File: config.mk
export PLATFORM = sky130hd
export DESIGN_NAME = first_trial_counter_flat
export DESIGN_NICKNAME = d
export VERILOG_FILES = /design/src/rtl/first_trial_counter_pkg.sv /design/src/rtl/first_trial_counter_if.sv /design/src/rtl/first_trial_counter_prescaler.sv /design/src/rtl/first_trial_counter.sv /design/src/flat_wrapper.sv
export SDC_FILE = /design/constraint.sdc
export NUM_CORES = 1
export LEC_CHECK = 0
export ABC_AREA = 1
export CAP_MARGIN = 20
export CORE_MARGIN = 1.5
export CORE_UTILIZATION = 45
export CTS_BUF_LIST = sky130_fd_sc_hd__clkbuf_16
export DETAILED_ROUTE_END_ITERATION = 6
export PLACE_DENSITY = 0.7
export SLEW_MARGIN = 20
export SYNTH_ARGS = -nofsm -noshare
export SYNTH_HDL_FRONTEND = slang
export SYNTH_SLANG_ARGS = --single-unit
File: constraint.sdc
create_clock -name clk -period 1.4 [get_ports clk]
set_clock_uncertainty 0.15 [all_clocks]
set_input_delay 0.28 -clock clk [delete_from_list [all_inputs] [get_ports clk]]
set_output_delay 0.28 -clock clk [all_outputs]
set_load 0.1 [all_outputs]
File: src/rtl/first_trial_counter_pkg.sv
// Shared defaults and sizing helper for the first_trial heartbeat counter.
package first_trial_pkg;

  localparam int FT_COUNT_WIDTH = 32;
  localparam int FT_HALF_PERIOD = 4;

  // Prescaler width: ceil(log2(hp)), but never narrower than one bit.
  function automatic int ft_presc_width(input int hp);
    return (hp <= 2) ? 1 : $clog2(hp);
  endfunction

endpackage

File: src/rtl/first_trial_counter_if.sv
// Output bundle of the heartbeat counter: cycle count and divided square wave.
interface first_trial_counter_if
  import first_trial_pkg::*;
#(
  parameter int WIDTH = FT_COUNT_WIDTH
);

  logic             y;
  logic [WIDTH-1:0] count;

  modport master (output y, output count);
  modport slave  (input  y, input  count);

endinterface

File: src/rtl/first_trial_counter_prescaler.sv
// Divides the clock by HALF_PERIOD, producing a one-cycle tick per period.
module first_trial_prescaler
  import first_trial_pkg::*;
#(
  parameter int HALF_PERIOD = FT_HALF_PERIOD
) (
  input  logic clk,
  input  logic rst,
  output logic tick
);

  localparam int              PW   = ft_presc_width(HALF_PERIOD);
  localparam logic [PW-1:0]   LAST = PW'(HALF_PERIOD - 1);

  logic [PW-1:0] presc_q;
  logic [PW-1:0] presc_d;
  logic          tick_c;

  always_comb begin
    tick_c  = (presc_q == LAST);
    presc_d = tick_c ? '0 : presc_q + 1'b1;
  end

  always_ff @(posedge clk) begin
    if (!rst) begin
      presc_q <= '0;
    end else begin
      presc_q <= presc_d;
    end
  end

  assign tick = tick_c;

endmodule

File: src/rtl/first_trial_counter.sv
// Free-running cycle counter with a square-wave heartbeat of period 2*HALF_PERIOD.
module first_trial_counter
  import first_trial_pkg::*;
#(
  parameter int WIDTH       = FT_COUNT_WIDTH,
  parameter int HALF_PERIOD = FT_HALF_PERIOD
) (
  input  logic                  clk,
  input  logic                  rst,
  first_trial_counter_if.master out_if
);

  if (WIDTH < 2) begin : g_bad_width
    $error("first_trial_counter: WIDTH must be >= 2");
  end
  if (HALF_PERIOD < 1 ||
      (WIDTH < 32 && 64'(HALF_PERIOD) >= (64'd1 << WIDTH))) begin : g_bad_half
    $error("first_trial_counter: HALF_PERIOD must satisfy 1 <= HALF_PERIOD < 2**WIDTH");
  end

  logic             tick;
  logic [WIDTH-1:0] count_q;
  logic [WIDTH-1:0] count_d;
  logic             y_q;
  logic             y_d;

  // Prescaler runs on its own so a count wrap never disturbs the y phase.
  first_trial_prescaler #(
    .HALF_PERIOD (HALF_PERIOD)
  ) u_prescaler (
    .clk  (clk),
    .rst  (rst),
    .tick (tick)
  );

  always_comb begin
    count_d = count_q + 1'b1;
    y_d     = y_q ^ tick;
  end

  always_ff @(posedge clk) begin
    if (!rst) begin
      count_q <= '0;
      y_q     <= 1'b0;
    end else begin
      count_q <= count_d;
      y_q     <= y_d;
    end
  end

  assign out_if.count = count_q;
  assign out_if.y     = y_q;

endmodule

File: src/flat_wrapper.sv
// flat-port wrapper written by rule: the top's interface ports become plain ports
module first_trial_counter_flat import first_trial_pkg::*;
#(
  parameter int WIDTH       = FT_COUNT_WIDTH,
  parameter int HALF_PERIOD = FT_HALF_PERIOD
)
  (clk, rst, out_if_y, out_if_count);
  first_trial_counter_if #(.WIDTH(WIDTH)) out_if_i ();
  input  logic clk;
  input  logic rst;
  output wire logic [$bits(out_if_i.y)-1:0] out_if_y;
  output wire logic [$bits(out_if_i.count)-1:0] out_if_count;
  assign out_if_y = out_if_i.y;
  assign out_if_count = out_if_i.count;
  first_trial_counter #(.WIDTH(WIDTH), .HALF_PERIOD(HALF_PERIOD)) u_core (.clk(clk), .rst(rst), .out_if(out_if_i));
endmodule
==> results of run 1 <==
[cells in the final DEF (no fill, tap or decap), types with 9 or more instances in the layout]
master | Yosys | layout
nand3_2 | 0 | 9
buf_12 | 0 | 33
inv_1 | 16 | 16
nand2_2 | 4 | 14
nor2_2 | 5 | 11
nor2_4 | 8 | 13
nor2_1 | 62 | 51
nand2_1 | 68 | 56
a21oi_1 | 20 | 19
dfxtp_4 | 0 | 27
buf_4 | 0 | 25
[power by group]
part / internal, uW / switching (uW)
clock: 829 / 419
sequential: 967 / 17.0
combinational: 76.8 / 122
[cell type report]
class | instances | share of cell area, %
Clock inverter | 3 | 1.24
Timing Repair Buffer | 60 | 27.9
Tap cell | 48 | 1.92
Sequential cell | 35 | 25.9
Inverter | 16 | 1.92
Multi-Input combinational cell | 204 | 37.1
Clock buffer | 5 | 4.01
[flip-flops by register name (all words and copies together) (netlist names)]
register / flops
u_core.out_if.count: 32
u_core.out_if.y: 1
u_core.u_prescaler.presc_q: 2
[stage by stage]
step / area (um2) / setup TNS [ns]
finish: 3120 / -0.245
global route: 3120 / -1.38
CTS: 3010 / -0.191
detailed placement: 2790 / -0.543
global placement: 2790 / -0.178
floorplan: 1910 / -3.55
[per-layer routing]
layer  global-route usage (%)  routed length (um)  vias to the layer above
met5                        0                   0                        -
met3                     4.62                 276                       12
met4                     11.7                 122                        0
met1                     31.7                2240                      910
met2                     49.9                2940                       59
li1                         -                   -                      936
[repair_timing]
action | in CTS | in global routing
gates resized for setup | 12 | 28
hold buffers | 0 | 0
pin swaps | 9 | 12
setup buffers | 2 | 2
setup endpoints to repair | 14 | 26
[worst max-delay path: stages, from the launching register on]
cell and delay [ns]:
dfxtp_4 0.36, ha_4 0.15, nand2_4 0.06, nor2_4 0.11
nand2_4 0.10, nor2_4 0.13, buf_6 0.12, nand3_2 0.05
nand2_1 0.06, nor2_1 0.04
[worst paths after layout]
kind                                               startpoint                             to  slack [ns]
worst max-delay path                   u_core.out_if.count[0]        u_core.out_if.count[28]       -0.06
worst min-delay path            u_core.u_prescaler.presc_q[0]  u_core.u_prescaler.presc_q[0]        0.30
worst max register to register         u_core.out_if.count[0]        u_core.out_if.count[28]       -0.06
worst min register to register  u_core.u_prescaler.presc_q[0]  u_core.u_prescaler.presc_q[0]        0.30
[cell families (layout without fill, tap and decap cells)]
| group | count (synthesis) | in the layout | share of synthesized area [%] |
|---|---|---|---|
| buf+inv | 19 | 84 | 4.04 |
| flops | 35 | 35 | 39.7 |
| simple gates | 172 | 172 | 45.0 |
| xor+xnor | 5 | 5 | 2.48 |
| compound gates | 25 | 25 | 7.37 |
| fa+ha+maj | 2 | 2 | 1.42 |
==> metrics.md, run 1 <==
| Metric | Value |
|---|---|
| Startpoint types | `register` |
| Core region area | `3720 um2` |
| # placed instances | `359` |
| Chip height | `65.7 um` |
| Final slew viol count | `0` |
| Hold path depth | `1` |
| Synth area leader | `dfxtp_1` |
| Hold slack final | `0.304 ns` |
| Ports | `35` |
| Failing checks | `setup timing` |
| Die X | `65.7 um` |
| Inserted Clock Buffers | `5` |
| Post-synthesis sequential area ratio | `39.7%` |
| First-pass GRT wire length | `8.94 mm` |
| Place WS | `-0.123 ns` |
| Clk sinks | `35` |
| Post-layout util | `84.0%` |
| Ys async rst share | `0%` |
| Synth warn | `0` |
| Sequential standard cell area | `808 um2` |
| Cell Area, Synth | `1770 um2` |
| Final period util | `104%` |
| DIE AREA | `4310 um2` |
| Clock Latency Late Sink | `0.28 ns` |
| Clk slew on worst S/H paths | `0.05 ns` |
| Area of the multi-input gates | `1160 um2` |
| Gr ovfl total | `0` |
| Gr usage total | `27.6%` |
| Min-Delay Path Class | `reg -> reg` |
| Vias in the first global route | `1902` |
| Worst-margin pin slew | `0.392 ns` |
| Non-filler instance count after layout | `371` |
| Clk root buf | `clkbuf_16` |
| LEAKAGE | `0.00120 uW` |
| Slew headroom | `73.9%` |
| Net count, final | `326` |
| Syn_nets | `262` |
| Fillcell total | `203` |
| Tmin final | `1.46 ns` |
| Initial core utilization | `47.5%` |
| Most frequent cells after synthesis | `nand2_1, nor2_1, dfxtp_1, a21oi_1` |
| Port Buffers | `34` |
| Outcome | `finished, violations left` |
| Top fanout value on the critical path | `4` |
| Setup ws final | `-0.0603 ns` |
| Critical Path AT | `1.48 ns` |
| Largest net degree at the start of global routing | `13` |
| Syn Inst Count | `258` |
| # DRC | `0` |
| Critical Path RT | `1.42 ns` |
| Ys flop type | `dfxtp_1` |
| Power, Total | `2430 uW` |
| Power Density | `779 nW/um2` |
| Synth area leaders | `dfxtp_1, nand2_1, nor2_1` |
| IR Drop Worst-Case VDD | `0.000744 V` |
| Unrepaired setup endpoints after global routing | `true` |
| Upper clock frequency limit | `685 MHz` |
| FP Rows | `22` |
| EDFF count, synth | `0` |
| Routability Congestion | `0.892` |
| DRT Pass-1 Iters | `4` |
| Layout Area Growth over Synthesis | `76.6%` |
| Post-synth cell types | `23` |
| Final HPWL DP | `3.62 mm` |
| Crit end category | `register` |
| Post-route ant nets | `0` |
| Post-Route WL | `5.57 mm` |
| Setup violations, final | `13` |
| Final Hold Viols | `0` |
| Post-synth top area share | `39.7%` |
| Via count | `1917` |
| Syn_area_per_cell | `6.85 um2` |
| Initial antenna violation count | `0` |
| Vias per cell | `5.17` |
| Yosys reg bits | `35` |
| Crit Path Category | `reg -> reg` |
| Wire per inst | `15.0 um` |
| H-tree depth | `2` |
| # diodes | `0` |
| Max_cap viols | `0` |
| Clk buf depth | `2` |
| CTS tree | `yes` |
| R2R cell count | `9` |
| Most numerous cell in the Yosys netlist | `nand2_1` |
| DRT iter0 DRCs | `176` |
| Layout cells sized above 1 | `48.0%` |
Power figures use the tool's default switching activity.
==> inputs of run 2 (changes only) <==
--- a/config.mk
+++ b/config.mk
@@ -6,12 +6,13 @@
 export NUM_CORES = 1
 export LEC_CHECK = 0
 export ABC_AREA = 1
-export CAP_MARGIN = 20
+export CAP_MARGIN = 10
+export CORE_ASPECT_RATIO = 0.6
 export CORE_MARGIN = 1.5
-export CORE_UTILIZATION = 45
+export CORE_UTILIZATION = 34
 export CTS_BUF_LIST = sky130_fd_sc_hd__clkbuf_16
 export DETAILED_ROUTE_END_ITERATION = 6
-export PLACE_DENSITY = 0.7
+export PLACE_DENSITY = 0.55
 export SLEW_MARGIN = 20
 export SYNTH_ARGS = -nofsm -noshare
 export SYNTH_HDL_FRONTEND = slang
==> run 2 against run 1 <==
  * The run still ends with setup timing left
  * Highest routed layer unchanged
  * Non-clock buffer count is 6 higher
  * Cell count is 6.5% higher
  * Final area up 3.3%
==> metrics.md, run 2 (synthesis results as in run 1) <==
| Metric | Value |
|---|---|
| Port Buffers | `34 (unchanged)` |
| Gr ovfl total | `0 (unchanged)` |
| Net count, final | `332 (+1.8%)` |
| Number of flip-flops in the largest register | `32 (unchanged)` |
| Worst-margin pin slew | `0.420 ns (+0.0285 ns)` |
| FF-to-FF Start | `u_core.out_if.count[1]` |
| Wire per inst | `12.8 um (-15%)` |
| Post-route ant nets | `0 (unchanged)` |
| Internal | `2060 uW (+10%)` |
| DRT iter0 DRCs | `75 (-57%)` |
| Final HPWL DP | `3.68 mm (+1.6%)` |
| Setup TNS Final | `-0.106 ns (+0.139 ns)` |
| Crit Path Category | `reg -> reg` |
| Max_cap viols | `0 (unchanged)` |
| Critical Path AT | `1.46 ns (-0.02 ns)` |
| # DRC | `0 (unchanged)` |
| Top fanout value on the critical path | `4 (unchanged)` |
| Layout Area Growth over Synthesis | `82.4%` |
| Initial antenna violation count | `0 (unchanged)` |
| Final slew viol count | `0 (unchanged)` |
| Ports | `35 (unchanged)` |
| CTS tree | `yes` |
| Setup ws final | `-0.0373 ns (+0.0230 ns)` |
| Gr usage total | `19.2% (-8.4 points)` |
| Upper clock frequency limit | `696 MHz (+1.6%)` |
| Fillcell total | `406 (+100%)` |
| Seq pwr share | `37.4% (-3.1 points)` |
| First-pass GRT wire length | `7.96 mm (-11%)` |
| Combinational Power Share | `7.4% (-0.8 points)` |
| DRT Pass-1 Iters | `4 (unchanged)` |
| Critical Path RT | `1.42 ns (about the same)` |
| LEAKAGE | `0.00126 uW (+4.4%)` |
| Clk root buf | `clkbuf_16` |
| Sw power | `566 uW (+1.5%)` |
| # placed instances | `380 (+5.8%)` |
| Outcome | `finished, violations left` |
| Via count | `1886 (-1.6%)` |
| Setup violations, final | `6 (-7)` |
| Unrepaired setup endpoints after global routing | `true` |
| Non-filler instance count after layout | `395 (+6.5%)` |
| Clk buf depth | `2 (unchanged)` |
| Core region area | `5030 um2 (+35%)` |
| Layout cells sized above 1 | `48.9% (+0.95 points)` |
| Vias per cell | `4.77 (-7.6%)` |
| Tmin final | `1.44 ns (-0.0230 ns)` |
| Hold path depth | `1 (unchanged)` |
| DIE AREA | `5650 um2 (+31%)` |
| Largest net degree at the start of global routing | `22 (+9)` |
| Commonest non-fill, non-tap cell in the layout | `nand2_1` |
| Crit end category | `register` |
| Clk slew on worst S/H paths | `0.06 ns (about the same)` |
| Power Density | `816 nW/um2 (+4.7%)` |
| Cts-stage hold buffer count | `0 (unchanged)` |
| Post-Route WL | `5.06 mm (-9.2%)` |
| Clk sinks | `35 (unchanged)` |
| Most frequent cells in the layout | `nand2_1, nor2_1, buf_12` |
| Clock power frac | `55.2% (+3.8 points)` |
| IR Drop Worst-Case VDD | `0.000481 V (-35%)` |
| Final period util | `103% (-1.6 points)` |
| Worst Setup SP | `u_core.out_if.count[1]` |
| Failing checks | `setup timing` |
| Die X | `96.1 um (+46%)` |
| Initial core utilization | `35.1% (-12 points)` |
| Min-Delay Path Class | `reg -> reg` |
| HP Start | `u_core.u_prescaler.presc_q[0]` |
| Power, Total | `2630 uW (+8.2%)` |
| Net switching fraction of the power | `21.5% (-1.4 points)` |
| Routability Congestion | `0.904 (+1.3%)` |
| H-tree depth | `2 (unchanged)` |
| Startpoint types | `register` |
| Slew headroom | `72.0% (-1.9 points)` |
| Chip height | `58.8 um (-10%)` |
| R2R cell count | `7 (-2)` |
| FP Rows | `20 (-9.1%)` |
| Vias in the first global route | `1668 (-12%)` |
| # diodes | `0 (unchanged)` |
| Clock Latency Late Sink | `0.28 ns (about the same)` |
| Inserted Clock Buffers | `5 (unchanged)` |
| Final Hold Viols | `0 (unchanged)` |
[run 2: changes by cell type in the layout (fill, tap and decap cells not counted), sizes merged]
cell	previous run	this run
clkinv	2	0
bufinv	1	2
buf	59	65
clkinvlp	0	1
[run 2: power groups by stage]
stage	Combinational (uW)	Clock (uW)	Sequential, uW
4_1_cts	197	1480	982
5_1_grt	212	1540	984
2_1_floorplan	54.5	0	1070
3_3_place_gp	192	0	1000
3_5_place_dp	195	0	1000
6_report	196	1450	983
[run 2: timing repair]
action                                  in CTS  in global routing
setup buffers                                2                  5
pin swaps                                    8                 18
gates resized for setup                      4                 35
endpoints found under the hold margin        0                  0
endpoints found under the setup margin       7                 26
cloned                                       0                  0
[run 2: per-layer routing]
layer | vias up | share of wire, % | routed length [um] | global-route usage [%]
li1 | 962 | - | - | -
met1 | 875 | 49 | 2490 | 29.3
met2 | 44 | 45 | 2270 | 25.9
met3 | 5 | 5.3 | 270 | 4.65
met4 | 0 | 0.71 | 36 | 6.30
met5 | - | 0 | 0 | 0
[run 2: critical path: stages, from the launching register on]
cell     delay [ns]
dfxtp_4        0.36
ha_4           0.17
nand2_4        0.09
nor2_4         0.05
nand2_4        0.11
nor2_4         0.06
or2_4          0.21
and2_1         0.14
[run 2: per-stage QoR]
| stage | hold slack, ns | instance area [um2] | setup WS [ns] | util [%] |
|---|---|---|---|---|
| final | 0.287 | 3220 | -0.0373 | 64.1 |
| after global routing | 0.302 | 3220 | -0.122 | 64.1 |
| after CTS | 0.291 | 3060 | -0.0265 | 60.9 |
| after detailed placement | 0.283 | 2840 | -0.138 | 56.4 |
| after global placement | 0.281 | 2840 | -0.119 | 56.4 |
| after floorplan | 0.241 | 1910 | -0.206 | - |
[run 2: final cells by class]
| class | count | area (um2) | area share, % |
|---|---|---|---|
| flip-flops and latches | 35 | 808 | 25.1 |
| well taps | 66 | 82.6 | 2.56 |
| clock inverters | 3 | 67.6 | 2.10 |
| inverters | 16 | 60.1 | 1.86 |
| clock buffers | 5 | 125 | 3.88 |
| repair buffers | 66 | 918 | 28.5 |
| multi-input cells | 204 | 1160 | 36.0 |
[run 2: final timing paths]
check / end / slack, ns
max: u_core.out_if.count[12] / -0.04
min: u_core.u_prescaler.presc_q[0] / 0.29
max reg2reg: u_core.out_if.count[12] / -0.04
min reg2reg: u_core.u_prescaler.presc_q[0] / 0.29
==> inputs of run 3 (changes only) <==
--- a/config.mk
+++ b/config.mk
@@ -16,4 +16,5 @@
 export SLEW_MARGIN = 20
 export SYNTH_ARGS = -nofsm -noshare
 export SYNTH_HDL_FRONTEND = slang
+export SYNTH_HIERARCHICAL = 1
 export SYNTH_SLANG_ARGS = --single-unit
==> run 3 against run 2 <==
  * The flow still finishes with violations (setup timing)
  * Clock-buffer cell count stayed put
  * Register-to-register slack hardly changed
  * Area after synthesis is 1.1% higher
  * Wire length is 2.9% lower
==> metrics.md, run 3 <==
| Metric | Value |
|---|---|
| Hold slack final | `0.270 ns (-0.0173 ns)` |
| Final HPWL DP | `3.76 mm (+2.1%)` |
| Cts-stage hold buffer count | `0 (unchanged)` |
| Post-Route WL | `4.92 mm (-2.9%)` |
| Post-synthesis sequential area ratio | `39.2% (-0.42 points)` |
| Crit Path Category | `reg -> reg` |
| Post-synth cell types | `25 (+8.7%)` |
| DRT met1 WL | `2.66 mm (+7.0%)` |
| Combinational Power Share | `9.0% (+1.6 points)` |
| Sw power | `526 uW (-7.1%)` |
| Inserted Clock Buffers | `5 (unchanged)` |
| Yosys reg bits | `35 (unchanged)` |
| Setup violations, final | `8 (+2)` |
| Hold path endpoint | `u_core/u_prescaler/presc_q[0]` |
| Worst R2R Setup Slack | `-0.05 ns (about the same)` |
| Initial antenna violation count | `0 (unchanged)` |
| Clk buf depth | `2 (unchanged)` |
| DRT iter0 DRCs | `59 (-21%)` |
| Die X | `96.6 um (+0.52%)` |
| # DRC | `0 (unchanged)` |
| Upper clock frequency limit | `691 MHz (-0.63%)` |
| Net switching fraction of the power | `23.8% (+2.3 points)` |
| Unrepaired setup endpoints after global routing | `true` |
| LEAKAGE | `0.00121 uW (-4.0%)` |
| Number of flip-flops in the largest register | `32 (unchanged)` |
| Internal | `1680 uW (-19%)` |
| Tmin final | `1.45 ns (+0.00909 ns)` |
| Top fanout value on the critical path | `6 (+2)` |
| Synth area leaders | `dfxtp_1, nand2_1, nor2_1` |
| Clk slew on worst S/H paths | `0.05 ns (about the same)` |
| Wire length on met3 | `315 um (+17%)` |
| Net count, final | `331 (-0.30%)` |
| Vias per cell | `4.74 (-0.65%)` |
| Syn_area_per_cell | `6.84 um2 (about the same)` |
| Cell Area, Synth | `1790 um2 (+1.1%)` |
| Hold path depth | `1 (unchanged)` |
| Ports | `35 (unchanged)` |
| Most numerous cell in the Yosys netlist | `nand2_1` |
| Layout cells sized above 1 | `45.4% (-3.5 points)` |
| Highest metal used | `met4` |
| Syn Inst Count | `261 (+1.2%)` |
| Most frequent cells in the layout | `nand2_1, nor2_1, buf_12` |
| Reg2reg end | `u_core/out_if.count[20]` |
| Gr usage total | `18.8% (-0.43 points)` |
| Initial core utilization | `35.3% (+0.20 points)` |
| FF-to-FF Start | `u_core/out_if.count[0]` |
| Power Density | `702 nW/um2 (-14%)` |
| Largest net degree at the start of global routing | `26 (+18%)` |
| Syn_nets | `265 (+1.1%)` |
| Metal2 WL | `1.89 mm (-16%)` |
| Crit end category | `register` |
| Final slew viol count | `0 (unchanged)` |
| Setup ws final | `-0.0464 ns (-0.00909 ns)` |
| Post-route ant nets | `0 (unchanged)` |
| # diodes | `0 (unchanged)` |
| Synth warn | `6 (+6)` |
| CTS tree | `yes` |
| Via count | `1869 (-0.90%)` |
| Clock Latency Late Sink | `0.28 ns (about the same)` |
| Clk sinks | `35 (unchanged)` |
| Commonest non-fill, non-tap cell in the layout | `nand2_1` |
| Post-synth top area share | `39.2% (-0.42 points)` |
| Failing checks | `setup timing` |
| Layout Area Growth over Synthesis | `76.0%` |
| Min-Delay Path Class | `reg -> reg` |
| HP Start | `u_core/u_prescaler/presc_q[0]` |
| R2R cell count | `8 (+1)` |
| Max_cap viols | `0 (unchanged)` |
| Gr ovfl total | `0 (unchanged)` |
| Seq pwr share | `44.3% (+6.9 points)` |
| Ys async rst share | `0% (unchanged)` |
| First-pass GRT wire length | `7.81 mm (-1.9%)` |
| Startpoint types | `register` |
| Vias in the first global route | `1596 (-4.3%)` |
| H-tree depth | `2 (unchanged)` |
| Chip height | `59.1 um (+0.50%)` |
| Wire per inst | `12.5 um (-2.6%)` |
| DIE AREA | `5710 um2 (+1.0%)` |
| Clk root buf | `clkbuf_16` |
| Most frequent cells after synthesis | `nand2_1, nor2_1, dfxtp_1, a21oi_1, inv_1` |
| Worst-margin pin slew | `0.222 ns (-0.198 ns)` |
| Critical Path RT | `1.42 ns (about the same)` |
| Port Buffers | `34 (unchanged)` |
| Fillcell total | `450 (+11%)` |
| Final period util | `103% (+0.65 points)` |
| Core region area | `5050 um2 (+0.50%)` |
| FP Rows | `20 (unchanged)` |
| Outcome | `finished, violations left` |
| Routability Congestion | `0.884 (-2.2%)` |
| Final Hold Viols | `0 (unchanged)` |
| Post-layout util | `62.2% (-1.9 points)` |
| Ys flop type | `dfxtp_1` |
| IR Drop Worst-Case VDD | `0.000560 V (+16%)` |
| Clock power frac | `46.7% (-8.5 points)` |
| Slew headroom | `85.1% (+13 points)` |
| EDFF count, synth | `0 (unchanged)` |
| Critical Path AT | `1.47 ns (about the same)` |
| Synth area leader | `dfxtp_1` |
| DRT Pass-1 Iters | `4 (unchanged)` |
==> run 3: cell types whose count changed in the layout (fill, tap and decap cells not counted), moves of 3 or more <==
| cell | before | now |
|---|---|---|
| nor2_1 | 50 | 44 |
| o21ai_0 | 3 | 6 |
| nand3_2 | 10 | 7 |
| inv_1 | 16 | 20 |
| buf_4 | 30 | 24 |
| o21ai_1 | 0 | 3 |
==> run 3: how the worst max path moves through the flow <==
stage                                  from                       to  cells past startpoint
CTS                  u_core/out_if.count[0]  u_core/out_if.count[12]                      7
detailed placement                      rst   u_core/out_if.count[4]                      4
floorplan            u_core/out_if.count[0]  u_core/out_if.count[10]                      7
global route        u_core/out_if.count[12]  u_core/out_if.count[20]                      7
finish               u_core/out_if.count[0]  u_core/out_if.count[20]                      8
global placement                        rst   u_core/out_if.count[4]                      4
==> run 3: power groups by stage <==
stage	Combinational (uW)	Clock (uW)	Sequential, uW
global placement	195	0	999
CTS	197	1060	978
global route	214	1100	980
finish	199	1030	977
detailed placement	197	0	999
floorplan	52.9	0	1070
==> run 3: kinds of logic (layout without fill, tap and decap cells) <==
group / Yosys count / in the layout / share of synthesized area, %
xor+xnor: 3 / 3 / 1.47
simple gates: 166 / 166 / 43.9
fa+ha+maj: 2 / 2 / 1.40
compound gates: 32 / 32 / 9.11
buf+inv: 23 / 90 / 4.90
flops: 35 / 35 / 39.2
==> run 3: repair_timing <==
item                       in CTS  in global routing
setup endpoints to repair      11                 25
buffers inserted                0                  4
pin swaps                       0                 10
resized for setup               2                 33
==> run 3: metrics by stage <==
stage	worst slack, ns	area [um2]	setup TNS [ns]	total power (uW)	instances
after floorplan	-0.217	1930	-3.08	1120	261
after global placement	-0.207	2860	-1.04	1190	382
after detailed placement	-0.247	2860	-1.61	1200	382
after CTS	-0.0359	2990	-0.204	2230	390
after global routing	-0.106	3140	-1.17	2290	394
final	-0.0464	3140	-0.197	2210	394
==> run 3: final cells by class <==
cell class              instances  area, um2  share of cell area [%]
multi-input cells             203       1130                    36.1
repair buffers                 61        893                    28.4
flip-flops and latches         35        813                    25.9
clock buffers                   5        125                    3.98
inverters                      21       82.6                    2.63
well taps                      66       82.6                    2.63
clock inverters                 3       11.3                   0.358
==> run 3: critical path, cell delays in order (launching register included) <==
cell and delay (ns):
dfxtp_4 0.36, ha_4 0.14, nand2_4 0.06, nor2_4 0.13, nand2_4 0.12, nor2_4 0.19, nand3_2 0.09, nand2_1 0.06
nor2_1 0.04
==> run 3: routing by layer <==
metal,global-route usage (%),vias to the layer above
met2,23.8,47
li1,-,972
met4,4.97,0
met5,0,-
met1,30.5,844
met3,4.23,6
